<file path="src/rtl/buffer_pkg.sv">
// buffer_pkg: shared constants and width helper for the buffer FIFO
package buffer_pkg;
  localparam int DEF_DATA_WIDTH = 8;
  localparam int DEF_DEPTH = 16;
  function automatic int clog2(input int n);
    int r;
    r = 0;
    for (int v = n - 1; v > 0; v = v >> 1) r++;
    return r;
  endfunction
endpackage

</file>
<file path="src/rtl/buffer_mem.sv">
// buffer_mem: simple dual-port storage, one write port, registered read port
module buffer_mem
  import buffer_pkg::*;
#(
  parameter int DATA_WIDTH = DEF_DATA_WIDTH,
  parameter int DEPTH = DEF_DEPTH,
  parameter int AW = clog2(DEPTH)
) (
  input  logic                  clk,
  input  logic                  rst_n,
  input  logic                  we,
  input  logic [AW-1:0]         waddr,
  input  logic [DATA_WIDTH-1:0] wdata,
  input  logic                  re,
  input  logic [AW-1:0]         raddr,
  output logic [DATA_WIDTH-1:0] rdata
);
  logic [DATA_WIDTH-1:0] mem [DEPTH];
  // storage array has no reset; only written words are ever read
  always_ff @(posedge clk) if (we) mem[waddr] <= wdata;
  // read register holds its value unless a read is accepted
  always_ff @(posedge clk or negedge rst_n)
    if (!rst_n) rdata <= '0;
    else if (re) rdata <= mem[raddr];
endmodule

</file>
<file path="src/rtl/buffer_fifo.sv">
// buffer_fifo: synchronous FIFO with count, almost-full and over/underflow pulses
module buffer_fifo
  import buffer_pkg::*;
#(
  parameter int DATA_WIDTH = DEF_DATA_WIDTH,
  parameter int DEPTH = DEF_DEPTH,
  parameter int AFULL_LEVEL = 14
) (
  input  logic                    clk,
  input  logic                    rst_n,
  input  logic                    flush_in,
  input  logic                    write_en_in,
  input  logic [DATA_WIDTH-1:0]   data_in,
  input  logic                    read_en_in,
  output logic [DATA_WIDTH-1:0]   data_out,
  output logic                    full_out,
  output logic                    empty_out,
  output logic                    afull_out,
  output logic [clog2(DEPTH):0]   count_out,
  output logic                    overflow_out,
  output logic                    underflow_out
);
  localparam int AW = clog2(DEPTH);
  localparam int CW = AW + 1;
  logic [AW-1:0] wr_ptr, rd_ptr;
  logic rd_ok, wr_ok;
  assign empty_out = count_out == '0;
  assign full_out = count_out == CW'(DEPTH);
  assign afull_out = count_out >= CW'(AFULL_LEVEL);
  // a read frees a slot, so a full FIFO still takes a write alongside a read
  assign rd_ok = read_en_in & ~empty_out & ~flush_in;
  assign wr_ok = write_en_in & (~full_out | rd_ok) & ~flush_in;
  buffer_mem #(.DATA_WIDTH(DATA_WIDTH), .DEPTH(DEPTH), .AW(AW)) u_mem (
    .clk(clk),
    .rst_n(rst_n),
    .we(wr_ok),
    .waddr(wr_ptr),
    .wdata(data_in),
    .re(rd_ok),
    .raddr(rd_ptr),
    .rdata(data_out)
  );
  // pointers, occupancy and one-cycle error pulses; flush overrides everything
  always_ff @(posedge clk or negedge rst_n)
    if (!rst_n) begin
      wr_ptr <= '0;
      rd_ptr <= '0;
      count_out <= '0;
      overflow_out <= 1'b0;
      underflow_out <= 1'b0;
    end else if (flush_in) begin
      wr_ptr <= '0;
      rd_ptr <= '0;
      count_out <= '0;
      overflow_out <= 1'b0;
      underflow_out <= 1'b0;
    end else begin
      wr_ptr <= wr_ok ? wr_ptr + 1'b1 : wr_ptr;
      rd_ptr <= rd_ok ? rd_ptr + 1'b1 : rd_ptr;
      count_out <= count_out + CW'(wr_ok) - CW'(rd_ok);
      overflow_out <= write_en_in & ~wr_ok;
      underflow_out <= read_en_in & ~rd_ok;
    end
endmodule
</file>
<file path="config.mk">
export PLATFORM = sky130hd
export DESIGN_NAME = buffer_fifo
export DESIGN_NICKNAME = d
export VERILOG_FILES = /design/src/rtl/buffer_pkg.sv /design/src/rtl/buffer_mem.sv /design/src/rtl/buffer_fifo.sv
export SDC_FILE = /design/constraint.sdc
export NUM_CORES = 1
export LEC_CHECK = 0
export CAP_MARGIN = 30
export CORE_ASPECT_RATIO = 0.5
export CORE_MARGIN = 2
export CORE_UTILIZATION = 39
export CTS_BUF_LIST = sky130_fd_sc_hd__clkbuf_16
export DETAILED_ROUTE_END_ITERATION = 6
export SYNTH_ARGS = -nofsm -noshare
export SYNTH_HDL_FRONTEND = slang
export SYNTH_HIERARCHICAL = 1
export SYNTH_SLANG_ARGS = --single-unit
</file>
<file path="constraint.sdc">
create_clock -name clk -period 3.5 [get_ports clk]
set_input_delay 0.525 -clock clk [delete_from_list [all_inputs] [get_ports clk]]
set_output_delay 0.525 -clock clk [all_outputs]
set_load 0.005 [all_outputs]
</file>
[After elaboration in Yosys (flattened, before gate mapping)]
Memories as Yosys holds them, arrays and structs flattened. A register that Yosys moved wholly into a read port is not among the register bits.
Index checks and enable logic that the tools add are counted.
Storage, ports and cells
  flip-flop bits (word level): 15
  input port bits: 13
  memories kept: 1
  bits in writable memories: 128
Cells by class
  equality and inequality tests: 1
  $lt $le $gt $ge: 1
  mux-type cells: 9
  reductions and logical operators: 4
  add/sub/neg operators: 4
  bitwise logic cells: 12
Memories
  u_mem.mem: words 16, bits a word 8, rd ports 1, clocked after memory_dff 1, wr ports 1, RTL line buffer_mem.sv:18  | logic [DATA_WIDTH-1:0] mem [DEPTH];
Operator list (count)
  $mux W4: 4
  $add A4 B1 Y4 const B: 2
  $and A1 B1 Y1: 6
  $add A5 B1 Y5: 1
  $eq A5 B5 Y1 const B: 1
  $ge A5 B4 Y1 const B: 1
  $logic_not A5 Y1: 1
  $mux W5: 1
  $not A1 Y1: 5
  $sub A5 B1 Y5: 1
  $mux W1: 4
  $reduce_bool A2 Y1: 2
  $logic_not A1 Y1: 1
  $or A1 B1 Y1: 1

[Longest topological paths before layout]
  depth in word-level cells: 10
  mapped depth: 15
  gate-level depth less buffers: 14

[Hierarchy]
Netlist, hierarchy kept.
Modules (own cells, without submodules)
  buffer_mem: area an instance 5331.4 sq um, cells an instance 240, times used 1, seq. area each 4043.9 sq um
  buffer_fifo: area an instance 885.8 sq um, cells an instance 89, times used 1, seq. area each 375.4 sq um

[Worst setup path after synthesis]
Ideal clock, no wire load.
  kind: register -> register
  from: reg count_out[2]
  to: mem u_mem/mem[0][0] (netlist bit), enable pin
  setup time: 0.383 ns
  path buffers: 0
  arrival: 2.538 ns
  cell stages (with the launch flop): 9
  setup slack: 0.579 ns
  period minus slack after synthesis: 2.921 ns
  path through: dfrtp_1 inv_1 ha_1 and4bb_2 a21bo_2 or2_1 inv_1 or3b_2 nor3_1
On the way
  elaborated cells between the ends (all ways): 11
RTL lines
  start, declared: RTL line buffer_fifo.sv:19  | output logic [clog2(DEPTH):0] count_out,
  start signal, assigned: RTL line buffer_fifo.sv:60  | count_out <= count_out + CW'(wr_ok) - CW'(rd_ok);
  $eq A5 B5 Y1: RTL line buffer_fifo.sv:28  | assign full_out = count_out == CW'(DEPTH);
  net full_out: RTL line buffer_fifo.sv:16  | output logic full_out,
  $not A1 Y1: RTL line buffer_fifo.sv:32  | assign wr_ok = write_en_in & (~full_out | rd_ok) & ~flush_in;
  $or A1 B1 Y1: RTL line buffer_fifo.sv:32
  $and A1 B1 Y1 (2 in series): RTL line buffer_fifo.sv:32
  net wr_ok: RTL line buffer_fifo.sv:26  | logic rd_ok, wr_ok;
  $mux W1: RTL line buffer_mem.sv:20  | always_ff @(posedge clk) if (we) mem[waddr] <= wdata;
  $mux W1 (implied by the code): RTL line buffer_mem.sv:20
  end, declared: RTL line buffer_mem.sv:18
The timed path passes the listed nets, and every way through them passes these cells.

[Worst setup path in the final report]
  from: reg count_out[2]
  to: reg count_out[4]
On the way
  word-level cells in the longest chain between the ends: 10
  elaborated cells between the ends (all ways): 12
Ends and longest elaborated chain
  $logic_not A5 Y1 *: RTL line buffer_fifo.sv:27  | assign empty_out = count_out == '0;
  $not A1 Y1 *: RTL line buffer_fifo.sv:31  | assign rd_ok = read_en_in & ~empty_out & ~flush_in;
  $and A1 B1 Y1 * (2 in series): RTL line buffer_fifo.sv:31
  net rd_ok: RTL line buffer_fifo.sv:26
  $or A1 B1 Y1: RTL line buffer_fifo.sv:32
  $and A1 B1 Y1 (2 in series): RTL line buffer_fifo.sv:32
  $add A5 B1 Y5: RTL line buffer_fifo.sv:60
  $sub A5 B1 Y5 *: RTL line buffer_fifo.sv:60
  $mux W5 *: RTL line buffer_fifo.sv:51  | end else if (flush_in) begin
Mark *: on every way through the listed nets, which the timed path passes. The rest lies on a longest branch.
A chain may end at the register's enable or synchronous reset.

==> out/results.ini <==
[outcome]
outcome = complete, no violations

[route]
drcViolationCount = 0
vias_per_cell = 5.164
num_vias = 3119
ant_nets = 0
wl_per_cell_um = 20.92
drtIter0Drc = 294
drtPass1Iterations = 4
totalWireLength_mm = 12.64

[final_layout]
fillers = 1249
syn_to_final_growth_pct = 20.14
multiInputGateArea_um2 = 1619
fin_cells = 604
fin_util_pct = 48.21
nets = 412
drive_gt1_share_pct = 24.00
insertedDiodeCount = 0
register_area_um2 = 4419

[clock_tree]
post_cts_resized = 0
clk_latency_ps = 410
tritoncts = built
cts_buffers = 17
cts_hold_buf = 0
htree_levels = 4
cts_root_buffer = clkbuf_16
clk_pin_slew_worst_paths_ps = 60
cts_sinks = 151
postCtsSetupBuffers = 0
cts.path.max_buffers = 2

[yosys]
post-synth-top-area-fraction_pct = 61.82
synthXorXnorAreaFrac_pct = 0.9861
synthSimpleGateAreaFrac_pct = 5.253
synth-async-reset-ratio_pct = 15.23
synth_edf_count = 128
ys_seq_area_share_pct = 71.08
netlist_top_cells_count = 128 x edfxtp_1, 31 x nor2_1, 26 x mux4_2, 23 x dfrtp_1
syn_area_um2 = 6217
postSynthAreaPerCell_um2 = 18.90
synthAdderAreaFrac_pct = 2.536
synth_top_family_by_area = multiplexers
yosysTopAreaCell = edfxtp_1
synth.most_common_cell = edfxtp_1
synth_area_leaders = edfxtp_1 62%, mux4_2 9.4%, dfrtp_1 9.3%
synthCells = 329
synth-compound-area-share_pct = 3.864
ys_ff_latch = 151
yosysUniqueCellTypes = 43
synth_nets = 354
ys.flop_type = edfxtp_1
ys_warn_count = 6
synth_mux_area_share_pct = 13.40

[power_and_ir_drop]
irDropWorstVdd_mv = 0.3251
power_density_nw_per_um2 = 672.1
p_leak_nw = 2.563

[die]
die_area_um2 = 17030
core_um2 = 15490
die_height_um = 93.28
die_w_um = 182.6
core.rowCount = 32
io_pins = 31
initial_core_util_pct = 40.12

[grt]
grt_max_degree = 21
grt_overflow_total = 0
first_global_vias = 3363
grt_use_total_pct = 16.10
antenna_found_initial = 0
grt_pass1_wl_mm = 19.44

[timing]
final.setup_skew_ps = 9.086
rsz0062_at_grt = false
timing.fmax_ghz = 0.3222
fin_crit_ps = 3104
setup_viol = 0
drv_slew = 0
max_slew_margin_pct = 38.09
period_share_pct = 88.68
setup_slack_ps = 396.2
worst_slew_pin_slew_ps = 928.7
final-hold-violation-count = 0
finalSetupTns_ps = 0

[worst_setup_path]
r2r_cells = 14
r2r_start = count_out[2]
crit_start = count_out[2]
crit_arrival_ps = 3430
start_kind = flop
required_ps = 3820
cp_max_fo = 6
crit_path_end_kind = flop
critPathKind = reg2reg

[run]
maxCapViolCount = 0

[placed_design]
portBuffers = 30
hpwl_mm = 8.446
dpl_worst_slack_ps = 260.6
dp.cells = 571
gp_congestion = 0.8137

[hold_path]
hold_path_class = in2async

power by group:
group | leakage, nW | internal, W | switching (W) | total [W]
clock network | 0.290 | 0.00112 | 0.000724 | 0.00185
logic | 0.831 | 0.000531 | 0.000476 | 0.00101
registers | 1.44 | 0.00206 | 0.000103 | 0.00216
total | 2.56 | 0.00372 | 0.00130 | 0.00502
cell type report:
cell class              count  share of cell area (%)
flip-flops and latches    151                   59.16
multi-input cells         151                   21.68
repair buffers             55                   7.169
clock buffers              17                   5.695
well taps                 204                   3.417
clock inverters            15                   2.328
inverters                  11                  0.5528
layout by cell type, fill, tap and decap left out, types with 2 or more instances in the layout:
cell	netlist	layout
inv_1	11	12
edfxtp_1	128	128
nor3_1	5	5
nand3b_1	2	2
buf_16	0	2
o22ai_1	7	7
buf_4	1	22
clkinv_2	0	2
nand2_1	4	4
nand2b_1	4	4
a221oi_2	8	8
a21oi_1	5	5
nor2_1	31	31
clkbuf_16	0	17
clkinvlp_4	0	3
xnor2_1	3	3
mux4_1	6	6
dfrtp_1	23	23
xor2_1	4	4
mux2i_1	9	9
mux4_2	26	26
nand3_1	5	5
nor2b_1	3	3
inv_6	0	5
clkdlybuf4s50_1	0	30
ha_1	11	11
bufinv_16	0	3
cell families (layout without fill, tap and decap cells):
family,Yosys count,after routing
flip-flops,151,151
buffers and inverters,27,98
adder cells (fa/ha/maj),12,12
AO/OA/AOI/OAI,26,26
multiplexers,41,41
XOR/XNOR,7,7
AND/OR/NAND/NOR,65,65
flip-flops by register name (all words and copies together), names as in the netlist:
signal / cells
count_out: 5
underflow_out: 1
wr_ptr: 4
u_mem/rdata: 8
rd_ptr: 4
u_mem/mem: 128
overflow_out: 1
metrics by stage:
| step | hold WS [ps] | area (um^2) | total power (W) |
|---|---|---|---|
| global route | 340.2 | 7470 | 0.005247 |
| finish | 356.5 | 7470 | 0.005020 |
| detailed placement | 568.5 | 6843 | 0.003187 |
| global placement | 570.2 | 6800 | 0.003135 |
| CTS | 346.6 | 7442 | 0.005042 |
| floorplan | 229.4 | 6217 | 0.002806 |
per-layer routing:
layer / part of all wire (%) / wire, um / global-route usage, % / up-vias
met5: 0 / 0 / 0 / -
met4: 0.35 / 44 / 5.578 / 0
met3: 5.0 / 635 / 3.699 / 2
met2: 50 / 6288 / 26.46 / 55
met1: 45 / 5667 / 21.36 / 1639
li1: - / - / - / 1423
path summary, 6_finish.rpt:
check | end | slack (ps)
worst max-delay path | count_out[4] | 400
worst min-delay path | count_out[4] | 360
worst max register to register | count_out[4] | 400
worst min register to register | u_mem/rdata[3] | 580
max in group asynchronous | u_mem/rdata[4] | 2740
min in group clk | u_mem/rdata[3] | 580
worst max-delay path, stage by stage (launching register included):
cell,delay (ps)
dfrtp_1,430
inv_1,100
ha_1,160
or4b_1,590
nand2_2,150
nor2_1,70
ha_1,290
inv_1,60
ha_1,160
inv_1,60
fa_1,370
nor2b_1,180
o21bai_1,120
nand3_1,90
nor3b_1,190
Note: power is estimated with default switching activity, not from simulation.
